===== src/rtl/riscv_mem_arbiter.sv =====
// Arbiter sharing one single-port memory between instruction fetch and load/store.
// Serializes both requesters, registers every output and aborts an access that stalls too long.
module riscv_mem_arbiter #(
  parameter int TIMEOUT_CYCLES = 16,
  parameter bit DATA_PRIO      = 1'b1
) (
  input  logic        clk_i,
  input  logic        rst_i,
  input  logic        if_req_i,
  input  logic [31:0] if_addr_i,
  output logic [31:0] if_rdata_o,
  output logic        if_valid_o,
  input  logic        d_req_i,
  input  logic        d_we_i,
  input  logic [2:0]  d_size_i,
  input  logic [31:0] d_addr_i,
  input  logic [31:0] d_wd_i,
  output logic [31:0] d_rdata_o,
  output logic        d_valid_o,
  output logic        err_o,
  output logic        busy_o,
  output logic        mem_req_o,
  output logic        mem_we_o,
  output logic [2:0]  mem_size_o,
  output logic [31:0] mem_addr_o,
  output logic [31:0] mem_wd_o,
  input  logic [31:0] mem_rd_i,
  input  logic        mem_ready_i
);

  typedef enum logic [1:0] {IDLE, BUSY_IF, BUSY_D, RESP} state_e;

  // Counter value seen on the last BUSY edge before the access is abandoned.
  localparam logic [7:0] CNT_LAST = 8'(TIMEOUT_CYCLES - 1);

  state_e      state_q, state_d;
  logic        last_d_q, last_d_d;
  logic [7:0]  cnt_q, cnt_d;
  logic        mem_req_q, mem_req_d;
  logic        mem_we_q, mem_we_d;
  logic [2:0]  mem_size_q, mem_size_d;
  logic [31:0] mem_addr_q, mem_addr_d;
  logic [31:0] mem_wd_q, mem_wd_d;
  logic [31:0] if_rdata_q, if_rdata_d;
  logic [31:0] d_rdata_q, d_rdata_d;
  logic        if_valid_q, if_valid_d;
  logic        d_valid_q, d_valid_d;
  logic        err_q, err_d;
  logic        busy_q, busy_d;

  always_comb begin
    state_d    = state_q;
    last_d_d   = last_d_q;
    cnt_d      = cnt_q;
    mem_req_d  = mem_req_q;
    mem_we_d   = mem_we_q;
    mem_size_d = mem_size_q;
    mem_addr_d = mem_addr_q;
    mem_wd_d   = mem_wd_q;
    if_rdata_d = if_rdata_q;
    d_rdata_d  = d_rdata_q;
    if_valid_d = 1'b0;
    d_valid_d  = 1'b0;
    err_d      = 1'b0;
    case (state_q)
      IDLE: begin
        cnt_d = '0;
        if (d_req_i && (DATA_PRIO || !last_d_q || !if_req_i)) begin
          state_d    = BUSY_D;
          last_d_d   = 1'b1;
          mem_req_d  = 1'b1;
          mem_we_d   = d_we_i;
          mem_size_d = d_size_i;
          mem_addr_d = d_addr_i;
          mem_wd_d   = d_wd_i;
        end else if (if_req_i) begin
          state_d    = BUSY_IF;
          last_d_d   = 1'b0;
          mem_req_d  = 1'b1;
          mem_we_d   = 1'b0;
          mem_size_d = 3'b010;
          mem_addr_d = if_addr_i;
          mem_wd_d   = '0;
        end
      end
      BUSY_IF, BUSY_D: begin
        cnt_d = cnt_q + 8'd1;
        // A ready arriving on the timeout edge still completes normally.
        if (mem_ready_i) begin
          state_d   = RESP;
          mem_req_d = 1'b0;
          if (state_q == BUSY_D) begin
            d_rdata_d = mem_rd_i;
            d_valid_d = 1'b1;
          end else begin
            if_rdata_d = mem_rd_i;
            if_valid_d = 1'b1;
          end
        end else if (cnt_q == CNT_LAST) begin
          state_d   = RESP;
          mem_req_d = 1'b0;
          err_d     = 1'b1;
          if (state_q == BUSY_D) begin
            d_rdata_d = '0;
            d_valid_d = 1'b1;
          end else begin
            if_rdata_d = '0;
            if_valid_d = 1'b1;
          end
        end
      end
      RESP: begin
        state_d = IDLE;
        cnt_d   = '0;
      end
      default: state_d = IDLE;
    endcase
    busy_d = (state_d != IDLE);
  end

  always_ff @(posedge clk_i) begin
    if (rst_i) begin
      state_q    <= IDLE;
      last_d_q   <= 1'b0;
      cnt_q      <= '0;
      mem_req_q  <= 1'b0;
      mem_we_q   <= 1'b0;
      mem_size_q <= '0;
      mem_addr_q <= '0;
      mem_wd_q   <= '0;
      if_rdata_q <= '0;
      d_rdata_q  <= '0;
      if_valid_q <= 1'b0;
      d_valid_q  <= 1'b0;
      err_q      <= 1'b0;
      busy_q     <= 1'b0;
    end else begin
      state_q    <= state_d;
      last_d_q   <= last_d_d;
      cnt_q      <= cnt_d;
      mem_req_q  <= mem_req_d;
      mem_we_q   <= mem_we_d;
      mem_size_q <= mem_size_d;
      mem_addr_q <= mem_addr_d;
      mem_wd_q   <= mem_wd_d;
      if_rdata_q <= if_rdata_d;
      d_rdata_q  <= d_rdata_d;
      if_valid_q <= if_valid_d;
      d_valid_q  <= d_valid_d;
      err_q      <= err_d;
      busy_q     <= busy_d;
    end
  end

  assign if_rdata_o = if_rdata_q;
  assign if_valid_o = if_valid_q;
  assign d_rdata_o  = d_rdata_q;
  assign d_valid_o  = d_valid_q;
  assign err_o      = err_q;
  assign busy_o     = busy_q;
  assign mem_req_o  = mem_req_q;
  assign mem_we_o   = mem_we_q;
  assign mem_size_o = mem_size_q;
  assign mem_addr_o = mem_addr_q;
  assign mem_wd_o   = mem_wd_q;

endmodule


===== config.mk =====
export PLATFORM = sky130hd
export DESIGN_NAME = riscv_mem_arbiter
export DESIGN_NICKNAME = d
export VERILOG_FILES = /design/src/rtl/riscv_mem_arbiter.sv
export SDC_FILE = /design/constraint.sdc
export NUM_CORES = 1
export LEC_CHECK = 0
export CELL_PAD_IN_SITES_DETAIL_PLACEMENT = 1
export CELL_PAD_IN_SITES_GLOBAL_PLACEMENT = 2
export CORE_UTILIZATION = 25
export DETAILED_ROUTE_END_ITERATION = 10
export PLACE_DENSITY = 0.89
export SETUP_SLACK_MARGIN = 0.3
export SYNTH_ARGS = -nofsm -noshare
export SYNTH_HDL_FRONTEND = slang
export SYNTH_SLANG_ARGS = --single-unit

===== constraint.sdc =====
create_clock -name clk_i -period 4.8 [get_ports clk_i]
set_clock_uncertainty 0.1 [all_clocks]
set_input_delay 1.2 -clock clk_i [delete_from_list [all_inputs] [get_ports clk_i]]
set_output_delay 1.2 -clock clk_i [all_outputs]
set_load 0.05 [all_outputs]

Word-level counts from Yosys, hierarchy flattened
Index checks and enable logic that the tools add are counted.
W data, S select, Z words.
- add/sub/neg operators: 1
- equal/unequal tests: 6
- mux-type cells: 34
- bitwise operators: 2
- reductions and logical operators: 13
- operators by type and width (cell ; number):
    $mux W32 ; 12
    $pmux W8 S2 ; 1
    $mux W1 ; 13
    $reduce_and A3 Y1 ; 3
    $add A8 B1 Y8 const B ; 1
    $eq A8 B4 Y1 const B ; 1
    $mux W2 ; 4
    $reduce_bool A2 Y1 ; 4
    $mux W3 ; 2
    $ne A3 B3 Y1 const B ; 2
    $pmux W2 S3 ; 1
    $reduce_or A2 Y1 ; 3
    $eq A2 B2 Y1 const B ; 2
    $reduce_or A3 Y1 ; 1
    $eq A2 B1 Y1 const B ; 1
    $logic_not A2 Y1 ; 1
    $not A1 Y1 ; 2
    $pmux W1 S2 ; 1
    $reduce_and A2 Y1 ; 1
- register bits: 147
- bits of input ports: 137
- output and inout bits: 137
- word-level logic and storage cells: 69

Longest topological paths before layout
- depth in word-level cells: 5
- depth in mapped cells: 8
- gate-level depth less buffers: 5

Worst setup path after synthesis
OpenSTA, ideal clock, no wires.
- path type: input-to-reg
- from: in d_req_i
- to: reg mem_addr_q[14], in the netlist mem_addr_o[14]
- setup time: 86 ps
- arrival time: 2130 ps
- data required time: 4614 ps
- path slack: 2484 ps
- cell stages on the path: 6
- path buffers: 3
- path through: buf_2 -> o21a_1 -> buf_2 -> buf_2 -> nor2_1 -> a211oi_1
- longest elaborated chain between the ends: 2
- elaborated cells on any way between the ends: 3
- classes of those cells: mux: 1; reduce/logical: 2
- ends and longest elaborated chain (item ; RTL line ; source):
    start, declared ; 13 ; input logic d_req_i,
    $reduce_bool A2 Y1 (no line) ; -- ;
    $reduce_and A2 Y1 (no line) ; -- ;
    end signal, assigned ; 144 ; mem_addr_q <= mem_addr_d;
    end, declared ; 42 ; logic [31:0] mem_addr_q, mem_addr_d;
Several ways; a longest one is shown, not always the timed one.
A chain may end at the register's enable or synchronous reset.

Worst setup path after layout
- from: reg mem_wd_q[20], in the netlist mem_wd_o[20]
- to: out mem_wd_o[20]
- RTL lines (item ; RTL line ; source):
    start, declared ; 43 ; logic [31:0] mem_wd_q, mem_wd_d;
    start signal, assigned ; 145 ; mem_wd_q <= mem_wd_d;
    end, declared ; 26 ; output logic [31:0] mem_wd_o,
No word-level cell between the ends.

==> results by group <==
Run status
  • Status: finished clean

STA
  • Hold_ws: 356.4 ps
  • Final WS setup: 1860 ps
  • Pins Over Slew Limit: 0
  • Final Setup Violations: 0
  • RSZ-0062 raised after global routing: no
  • Final hold violations: 0
  • Final period util: 0.6125
  • Fin crit period: 2940 ps
  • Setup_tns: 0 ps
  • Fmax achieved: 0.3401 GHz
  • Worst relative slew slack: 0.3107
  • Slew @ Worst Pin: about 1000 ps

Placed design
  • Place WS: roughly 1500 ps
  • Routability cong.: roughly 0.7
  • Post-DP HPWL: 11410 µm
  • Port Buf Inserts: about 270

Yosys
  • Synth warn: 0
  • Synth Flop Type: dfxtp_1
  • Mapped Cells: 488
  • Seq/Total Area, Yosys: 0.5526
  • Post-Syn Area per Cell: ~11 µm²
  • Register bit total from synthesis: 147
  • Syn_nets: approximately 630
  • Post-synth top area share: 0.5526
  • Leading area contributor after synthesis: dfxtp_1
  • Async SR Flop Fraction: 0
  • Post-synth EDFFs: 0
  • Synth unique cells: 35
  • Cell Area, Synth: 0.005325 mm²
  • Top cells by area, synth: dfxtp_1 55%, a32o_1 12%, mux2i_1 6.0%

Drt
  • Avg WL per Cell: 16.20 µm
  • DR pass1 iterations: 4
  • Initial DRC count: 176
  • WL final: 16650 µm
  • Via count: 4840
  • DRC Markers: 0
  • Antenna Violating Nets Remaining: 0
  • Vias per cell: between 4 and 5

Run
  • Max-Cap Viols: 0

Setup path
  • Worst Setup End Kind: output pin
  • R2r endpoint: mem_addr_o[27]
  • Crit Reg-Reg Startpoint: state_q[0]
  • Critical path type: reg2out
  • CP bufs+invs: 1
  • FF-to-FF path depth: 6
  • Worst path cell trace: clkdlybuf4s50_1
  • CP Launch Type: flop
  • R2R Setup Slk: 2430 ps
  • Cell family with most CP delay: buffers and inverters
  • Max stage delay cell, worst path: clkdlybuf4s50_1
  • Crit Path Max Fanout: 2
  • Worst Path Arrival: 1640 ps
  • Worst path required time: 3500 ps
  • Largest stage delay on the critical path: 840 ps

Clocking
  • Post-CTS Resized: 0
  • Clk buf depth: 2
  • Clock-pin slew on the worst setup and hold paths: 70 ps
  • H-tree Lvls: 4
  • Hold-fix buffers, CTS: 0
  • Number of setup buffers added after CTS: 0
  • CTS Buf Count: 17
  • Clock sink total: about 150
  • TritonCTS clock tree: built
  • Worst-skew pair later-pin latency: just over 400 ps
  • Clock root buffer: clkbuf_16

Worst hold path
  • Hold Path Stages: 1
  • Hold Startpoint: cnt_q[0]
  • Tightest Hold Check Type: reg2reg
  • WHS Endpoint: cnt_q[0]

Floorplanning
  • Num ports: ~270
  • Full die area: 0.02189 mm²
  • Die height: 147.9 µm
  • Die width: 147.9 µm
  • Core Area: ~0.021 mm²
  • # rows: 53
  • Initial Utilization: 0.2541

Global route
  • First-pass GRT wire length: approximately 26000 µm
  • Vias in the first global route: 4916
  • Total grt overflow: 0
  • Initial antenna violation count: 1
  • Largest net degree at the start of global routing: 75
  • GRT Util Overall: 0.1501

Cells and area
  • Fin nets: about 880
  • Layout cells sized above 1: 0.06906
  • # diodes: 0
  • Filler instances: about 2300
  • Syn-to-layout area delta: 64.99%

Pwr
  • VDD IR max: 0.2049 mV
  • Leakage: 3.214 nW
  • Pwr dens: 462.9 mW/mm²
worst max path at each step:
stage	start	endpoint	slack (ps)	cells after the start
after detailed placement	d_req_i	mem_addr_o[29]	1480	5
final	mem_wd_o[20]	mem_wd_o[20]	1860	1
after CTS	mem_wd_o[20]	mem_wd_o[20]	1820	1
after global routing	d_req_i	mem_addr_o[30]	1740	5
after floorplan	d_req_i	mem_addr_o[14]	2480	6
after global placement	d_req_i	mem_addr_o[27]	1520	5
sequential cells by signal (all words and copies together) (netlist names), 2 cells and up:
register	cells
state_q	2
mem_wd_o	32
mem_addr_o	32
if_rdata_o	32
d_rdata_o	32
cnt_q	8
mem_size_o	3
final cells by class:
| class | instances | area [µm²] | area share |
|---|---|---|---|
| sequential | 147 | 2943 | 0.3349 |
| timing repair buffer | 281 | 2778 | 0.3161 |
| multi-input combinational | 287 | 2127 | 0.2421 |
| clock buffer | 18 | 439.2 | 0.04999 |
| tap | 275 | 344.1 | 0.03916 |
| clock inverter | 14 | 132.6 | 0.01510 |
| inverter | 6 | 22.52 | 0.002563 |
cells by family (layout without fill, tap and decap cells):
| logic type | count (synthesis) | after routing | share of synthesized area |
|---|---|---|---|
| compound gates | 147 | 147 | 0.2425 |
| xor+xnor | 5 | 5 | 0.008225 |
| fa+ha+maj | 4 | 4 | 0.009399 |
| buf+inv | 54 | 319 | 0.04911 |
| flops | 147 | 147 | 0.5526 |
| mux | 32 | 32 | 0.06015 |
| simple gates | 99 | 99 | 0.07801 |
cells in the final DEF, fill, tap and decap left out:
master / n
a2111oi_0: 1
a211oi_1: 33
a21o_4: 1
a21oi_1: 4
a22oi_1: 35
a31oi_4: 2
a32o_1: 64
and2_1: 1
and3_1: 1
buf_2: 3
buf_4: 8
clkbuf_16: 17
clkbuf_8: 1
clkdlybuf4s50_1: 270
clkinv_4: 2
clkinvlp_4: 2
dfxtp_1: 147
ha_1: 4
inv_1: 6
inv_6: 5
inv_8: 5
mux2i_1: 32
nand2_1: 3
nand2b_1: 1
nand3_1: 2
nor2_1: 79
nor2_2: 2
nor2b_1: 1
nor3_1: 5
nor4_4: 1
o211ai_1: 2
o21a_2: 1
o21ai_0: 1
o21ai_2: 1
o221ai_1: 1
o31a_1: 1
or2_2: 1
or3_1: 2
xnor2_1: 3
xor2_1: 2
per-stage QoR:
step / utilization / instances / power [mW] / cell area [µm²]
global route: 0.4193 / 1028 / 4.263 / 8786
finish: 0.4193 / 1028 / 4.067 / 8786
floorplan: - / 488 / 2.323 / 5325
CTS: 0.4193 / 1028 / 4.133 / 8786
detailed placement: 0.3920 / 996 / 2.816 / 8214
global placement: 0.3920 / 996 / 2.800 / 8214
where the power goes:
part | switching (mW) | total, mW | internal [mW]
registers | 0.0760 | 1.44 | 1.37
logic | 0.859 | 1.34 | 0.477
clock network | 0.586 | 1.29 | 0.703
per-layer routing:
layer,share of wire,vias up,GRT usage
met5,0,-,0
met4,0.016,0,0.04794
met3,0.094,15,0.06914
met2,0.47,191,0.2500
met1,0.42,2287,0.1697
li1,-,2347,-
worst reg2reg max path, cell delays in order (launching register included):
cell and delay [ps]:
dfxtp_1 350, inv_1 90, ha_1 340, o21a_2 730
buf_4 370, nor2_1 70, a211oi_1 220
cell usage after synthesis, types with 2 or more instances:
master    instances
a32o_1           64
dfxtp_1         147
xor2_1            2
o211ai_1          2
xnor2_1           3
inv_1             6
a22oi_1          35
nand3_1           2
nor3_1            5
ha_1              4
nand2_1           3
clkbuf_1         26
a21oi_1           4
a31oi_4           2
mux2i_1          32
buf_1             5
a211oi_1         33
or3_1             2
nor2_1           81
buf_6             6
buf_2            10
Power figures use the tool's default switching activity.
